`src/rtl/axi_mst.sv`:
```
// Single-outstanding AXI initiator: one command becomes one INCR burst (AR/R or AW/W/B),
// with read/write data streamed over valid/ready ports and a one-cycle done pulse.
module axi_mst #(
  parameter int unsigned AW = 32,
  parameter int unsigned DW = 32
) (
  input  logic            clk,
  input  logic            rst_n,
  // command
  input  logic            cmd_valid,
  output logic            cmd_ready,
  input  logic            cmd_write,
  input  logic [AW-1:0]   cmd_addr,
  input  logic [3:0]      cmd_len,
  // write data stream
  input  logic            wd_valid,
  output logic            wd_ready,
  input  logic [DW-1:0]   wd_data,
  input  logic [DW/8-1:0] wd_strb,
  // read data stream
  output logic            rd_valid,
  input  logic            rd_ready,
  output logic [DW-1:0]   rd_data,
  output logic            rd_last,
  // completion
  output logic            done,
  output logic            done_err,
  // AXI read address
  output logic            arvalid,
  input  logic            arready,
  output logic [AW-1:0]   araddr,
  output logic [3:0]      arcache,
  output logic [2:0]      arprot,
  output logic [1:0]      arburst,
  output logic [7:0]      arlen,
  output logic [2:0]      arsize,
  // AXI write address
  output logic            awvalid,
  input  logic            awready,
  output logic [AW-1:0]   awaddr,
  output logic [3:0]      awcache,
  output logic [2:0]      awprot,
  output logic [1:0]      awburst,
  output logic [7:0]      awlen,
  output logic [2:0]      awsize,
  // AXI read data
  input  logic            rvalid,
  output logic            rready,
  input  logic [DW-1:0]   rdata,
  input  logic [1:0]      rresp,
  input  logic            rlast,
  // AXI write data
  output logic            wvalid,
  input  logic            wready,
  output logic [DW-1:0]   wdata,
  output logic [DW/8-1:0] wstrb,
  output logic            wlast,
  // AXI write response
  input  logic            bvalid,
  output logic            bready,
  input  logic [1:0]      bresp
);

  localparam logic [2:0] ST_IDLE = 3'd0;
  localparam logic [2:0] ST_AR   = 3'd1;
  localparam logic [2:0] ST_R    = 3'd2;
  localparam logic [2:0] ST_AW   = 3'd3;
  localparam logic [2:0] ST_W    = 3'd4;
  localparam logic [2:0] ST_B    = 3'd5;
  localparam logic [2:0] ST_DONE = 3'd6;

  localparam logic [2:0] SIZE = 3'($clog2(DW / 8));

  logic [2:0]    state_q, state_d;
  logic [AW-1:0] addr_q, addr_d;
  logic [3:0]    len_q, len_d;
  logic [3:0]    cnt_q, cnt_d;
  logic          err_q, err_d;
  logic          cmd_ready_q;
  logic          last_beat;
  logic          in_r, in_w;

  assign last_beat = (cnt_q == len_q);
  assign in_r      = (state_q == ST_R);
  assign in_w      = (state_q == ST_W);

  always_comb begin
    state_d = state_q;
    addr_d  = addr_q;
    len_d   = len_q;
    cnt_d   = cnt_q;
    err_d   = err_q;
    unique case (state_q)
      ST_IDLE: begin
        if (cmd_valid && cmd_ready_q) begin
          addr_d  = cmd_addr;
          len_d   = cmd_len;
          cnt_d   = 4'd0;
          err_d   = 1'b0;
          state_d = cmd_write ? ST_AW : ST_AR;
        end
      end
      ST_AR: if (arready) state_d = ST_R;
      ST_R: begin
        if (rvalid && rd_ready) begin
          cnt_d = cnt_q + 4'd1;
          if (rresp != 2'b00) err_d = 1'b1;
          // Burst end is counted locally; rlast only cross-checks the slave.
          if (last_beat) begin
            if (!rlast) err_d = 1'b1;
            state_d = ST_DONE;
          end else if (rlast) begin
            err_d = 1'b1;
          end
        end
      end
      ST_AW: if (awready) state_d = ST_W;
      ST_W: begin
        if (wd_valid && wready) begin
          cnt_d = cnt_q + 4'd1;
          if (last_beat) state_d = ST_B;
        end
      end
      ST_B: begin
        if (bvalid) begin
          if (bresp != 2'b00) err_d = 1'b1;
          state_d = ST_DONE;
        end
      end
      ST_DONE: state_d = ST_IDLE;
      default: state_d = ST_IDLE;
    endcase
  end

  always_ff @(posedge clk or negedge rst_n) begin
    if (!rst_n) begin
      state_q     <= ST_IDLE;
      addr_q      <= '0;
      len_q       <= 4'd0;
      cnt_q       <= 4'd0;
      err_q       <= 1'b0;
      cmd_ready_q <= 1'b0;
    end else begin
      state_q     <= state_d;
      addr_q      <= addr_d;
      len_q       <= len_d;
      cnt_q       <= cnt_d;
      err_q       <= err_d;
      // Registered so cmd_ready stays low while reset is asserted.
      cmd_ready_q <= (state_d == ST_IDLE);
    end
  end

  assign cmd_ready = cmd_ready_q;

  assign arvalid = (state_q == ST_AR);
  assign araddr  = addr_q;
  assign arlen   = {4'd0, len_q};
  assign arsize  = SIZE;
  assign arburst = 2'b01;
  assign arcache = 4'b0000;
  assign arprot  = 3'b000;

  assign awvalid = (state_q == ST_AW);
  assign awaddr  = addr_q;
  assign awlen   = {4'd0, len_q};
  assign awsize  = SIZE;
  assign awburst = 2'b01;
  assign awcache = 4'b0000;
  assign awprot  = 3'b000;

  assign rready   = in_r & rd_ready;
  assign rd_valid = in_r & rvalid;
  assign rd_data  = in_r ? rdata : '0;
  assign rd_last  = in_r & last_beat;

  assign wvalid   = in_w & wd_valid;
  assign wd_ready = in_w & wready;
  assign wdata    = in_w ? wd_data : '0;
  assign wstrb    = in_w ? wd_strb : '0;
  assign wlast    = in_w & last_beat;

  assign bready   = (state_q == ST_B);
  assign done     = (state_q == ST_DONE);
  assign done_err = done & err_q;

endmodule

```
`config.mk`:
```
export PLATFORM = sky130hd
export DESIGN_NAME = axi_mst
export DESIGN_NICKNAME = d
export VERILOG_FILES = /design/src/rtl/axi_mst.sv
export SDC_FILE = /design/constraint.sdc
export NUM_CORES = 1
export LEC_CHECK = 0
export ABC_AREA = 1
export ABC_CLOCK_PERIOD_IN_PS = 2050
export BUFFER_PORTS_ARGS = -buffer_cell sky130_fd_sc_hd__buf_2
export CAP_MARGIN = 10
export CORE_AREA = 2 2 119 121
export CTS_BUF_LIST = sky130_fd_sc_hd__clkbuf_4 sky130_fd_sc_hd__clkbuf_8
export DETAILED_ROUTE_END_ITERATION = 6
export DIE_AREA = 0 0 121 123
export GPL_ROUTABILITY_DRIVEN = 0
export MAX_ROUTING_LAYER = met4
export PLACE_DENSITY = 0.55
export SKIP_CTS_REPAIR_TIMING = 1
export SLEW_MARGIN = 5
export SYNTH_ARGS = -nofsm -noshare
export SYNTH_HDL_FRONTEND = slang
export SYNTH_SLANG_ARGS = --single-unit
```
`constraint.sdc`:
```
create_clock -name clk -period 2.05 [get_ports clk]
set_input_delay 0.1025 -clock clk [delete_from_list [all_inputs] [get_ports clk]]
set_output_delay 0.1025 -clock clk [all_outputs]
set_load 0.05 [all_outputs]
```
### Word level (Yosys, flattened, before mapping)

Cells that the tools add are included.

* register bits after elaboration: 45
* bits of input ports: 120
* output and inout port bits: 184
* logic and storage cells: 64

* add/sub/neg operators: 1
* equal/unequal tests: 12
* multiplexer cells: 26
* bitwise gates (word level): 7
* reductions and logical operators: 12

Operators with widths (count)
* two-way mux 32 bit: 2
* two-way mux 3 bit: 8
* case mux 3 bit (6 select lines): 1
* two-way mux 4 bit: 4
* case mux 4 bit (3 select lines): 1
* equality test 3 bit (second input constant): 3
* two-way mux 1 bit: 8
* AND 1 bit: 7
* equality test 3 x 2 -> 1 bit (second input constant): 2
* logical NOT 3 bit: 2
* != test 2 x 1 -> 1 bit (second input constant): 3
* nonzero test 3 bit: 2
* AND reduction 5 bit: 1
* adder 4 x 1 -> 4 bit (second input constant): 1
* equality test 4 bit: 1
* != test 2 bit (second input constant): 2
* AND reduction 4 bit: 1
* nonzero test 2 bit: 2
* equality test 3 x 1 -> 1 bit (second input constant): 1
* logical AND 1 bit: 3
* case mux 1 bit (3 select lines): 1
* two-way mux 2 bit: 1
* AND reduction 2 bit: 1

### Longest topological paths before layout

* depth in word-level cells: 6
* mapped depth: 10
* mapped depth without buffers: 9

### Worst setup path before layout

No wires, ideal clock.

* path type: flip-flop to output port
* start: register len_q[1]
* end: output rd_last
* arrival time: 1801 ps
* data required time: 1947 ps
* setup slack: 146 ps
* cell stages (with the launch flop): 7
* buffers on the path: 0
* cells stage by stage: dfrtp_1 > inv_1 > nand2_1 > nand2_1 > nor2_1 > nand2_1 > nor2_1

* cells in the longest elaborated chain, start to end: 2

Ends and longest elaborated chain
* from (decl): RTL line 76 `logic [3:0] len_q, len_d;`
* from (signal assigned): RTL line 146 `len_q <= len_d;`
* equality test 4 bit: RTL line 83 `assign last_beat = (cnt_q == len_q);`
* AND 1 bit: RTL line 175 `assign rd_last = in_r & last_beat;`
* to (decl): RTL line 24 `output logic rd_last,`

No other way between the ends.

### Final worst setup path

* start: register state_q[1]
* end: output wdata[23]

* cells in the longest elaborated chain, start to end: 2

Ends and longest elaborated chain
* from (decl): RTL line 74 `logic [2:0] state_q, state_d;`
* from (signal assigned): RTL line 144 `state_q <= state_d;`
* equality test 3 bit: RTL line 85 `assign in_w = (state_q == ST_W);`
* two-way mux 32 bit: RTL line 179 `assign wdata = in_w ? wd_data : '0;`
* to (decl): RTL line 55 `output logic [DW-1:0] wdata,`

No other way between the ends.

==> impl_metrics.toml <==
[timing]
hold_slack_ns = 0.0261
rsz0062_at_grt = "false"
final_max_slew_viol_count = 0
fmaxAchievable_ghz = 0.525
setup_viol = 0
period_needed_ns = 1.90
fin_worst_skew_ns = 0.0116
finalCritPeriodShare_pct = 92.9
hold_violations = 0

[route]
ant_nets = 0
drc = 0
drt-vias-per-instance = 3.75
wire_per_inst_um = 11.3
routed_wirelength_um = 9530
drtIter0Drc = 72
vias = 3160
firstDrtPassIters = 4

[synthesis]
yosys-top-cells-area = "dfrtp_1 (34%), buf_4 (16%), mux2_4 (14%), inv_1 (11%), nor2_1 (11%)"
seq_area_frac_synth_pct = 33.8
yosys_warnings = 0
synth_edf_count = 0
synth_top_area_share_pct = 33.8
yosysUniqueCellTypes = 24
synth_ff_type = "dfrtp_1"
yosys-top-cells-count = "inv_1 (95), nor2_1 (95), buf_4 (70)"
ys_seq_elements = 45
synth_top_cell_by_area = "dfrtp_1"
ys_async_sr_fraction_pct = 100
syn-instance-count = 428
avgSynthCellArea_um2 = 7.78
syn_area_um2 = 3330

[layout]
seqCellArea_um2 = 1130
fillers = 1476
drive_gt1_share_pct = 49.5
area_growth_pct = 39.5
multi_input_area_um2 = 1350
diodes = 0
nets = 782
final_cells = 842

[global_route]
globalRouteTotalUtil_pct = 11.9
grt_overflow = 0
antenna_found_initial = 0
grt_pass1_wl_um = 13500
grt_max_degree = 31
grt_pass1_vias = 2731

[cts]
cts_max_path_buffers = 2
cts_made_buffers = 5
cts_tree = "done"
cts-htree-levels = 2
clkSinkCount = 45
worstSkewPairLatency_ns = 0.30
root_buffer = "clkbuf_8"
cts.clk_slew.worst_paths_ns = 0.09

[critical_path]
startpoint_type = "flip-flop"
crit_fanout = 30
critPathRequiredTime_ns = 1.95
cp.arrival_ns = 1.80
end_kind = "primary output"
crit_type = "reg -> out"

[outcome]
outcome = "complete, no violations"

[die]
start_util_pct = 24.5
coreArea_um2 = 13600
dieArea_um2 = 14900
rows = 43
die_height_um = 123
io_pins = 304
die_w_um = 121

[pwr]
p_leak_uw = 0.00312
powerDensity_nw_per_um2 = 1980
peakVddDrop_v = 0.00125

[job]
drv_cap = 0

[placed_design]
place_inst = 833
place.port_buffers = 271
place_hpwl_um = 7940

[hold_path]
min_path_type = "in -> reg"
[logic make-up (layout without fill, tap and decap cells)]
family | Yosys count | in the layout | share of synthesized area [%]
buffers and inverters | 179 | 383 | 29.4
AND/OR/NAND/NOR | 155 | 155 | 19.3
flip-flops | 45 | 45 | 33.8
multiplexers | 32 | 32 | 14.4
AO/OA/AOI/OAI | 12 | 12 | 1.99
other | 2 | 32 | 0.225
XOR/XNOR | 2 | 2 | 0.526
adder cells (fa/ha/maj) | 1 | 1 | 0.375
[per-layer routing]
layer / track usage [%] / vias up / wire length (µm)
li1: - / 1613 / -
met1: 13.2 / 1377 / 3720
met2: 21.5 / 161 / 4860
met3: 2.49 / 9 / 848
met4: 3.42 / 0 / 103
met5: - / - / 0
[critical path: stages (launching register included)]
cell and delay [ns]:
dfrtp_1 0.51, nor2_4 0.20, nand2_4 0.14, buf_4 0.26, nor2_1 0.11, buf_2 0.28
[sequential cells by signal, summed over array words and instances (netlist names)]
name and flops:
araddr 32, cnt_q 4, len_q 4, state_q 3, cmd_ready 1, err_q 1
[per-stage QoR]
stage | setup slack, ns | total power [µW] | setup TNS, ns | utilization, % | cell area, µm²
finish | 0.145 | 9180 | 0 | 34.2 | 4650
CTS | -0.0590 | 9250 | -1.12 | 33.7 | 4590
global route | 0.0252 | 9690 | 0 | 34.2 | 4650
global placement | 0.282 | 8600 | 0 | 33.0 | 4490
floorplan | 0.146 | 7710 | 0 | - | 3440
detailed placement | 0.292 | 8610 | 0 | 33.0 | 4490
[power breakdown]
part           switching, µW  internal, µW
combinational           5170          1710
sequential               392          1310
clock                    296           305
[layout by cell type (no fill, tap or decap)]
cell type      count
dlygate4sd3_1      1
clkbuf_8           7
nand3_4            1
nand4_1            5
dfrtp_2            1
nand2_4            2
nor2_4             2
conb_1            32
nor2_2             1
dfrtp_1           44
nor3_1             1
inv_2              3
nor2_1            95
nand3_1           10
nand2_2            1
mux2_4            32
buf_12             3
buf_4              2
clkinv_2           1
buf_2            258
ha_1               1
o21ai_2            1
inv_1             95
clkbuf_4          13
o21ai_1            4
o21ai_0            2
a21oi_1            4
nand2_1           37
o31ai_1            1
xor2_1             2
[final timing paths]
check / start / end / slack [ns] / cells past startpoint
worst min register to register: err_q / err_q / 0.48 / 2
worst max-delay path: state_q[1] / wdata[23] / 0.15 / 5
worst min-delay path: cmd_addr[7] / araddr[7] / 0.03 / 2
max in group asynchronous: rst_n / araddr[9] / 1.06 / 3
min in group asynchronous: rst_n / araddr[27] / 0.27 / 2
worst max register to register: state_q[2] / araddr[11] / 0.36 / 4
[area by class of cell]
type / instances / share of cell area, %
clock buffer: 7 / 2.07
multi-input combinational: 234 / 29.1
clock inverter: 1 / 0.108
timing repair buffer: 277 / 31.7
tap: 180 / 4.84
sequential: 45 / 24.2
inverter: 98 / 7.91
Note: power is estimated with default switching activity, not from simulation.
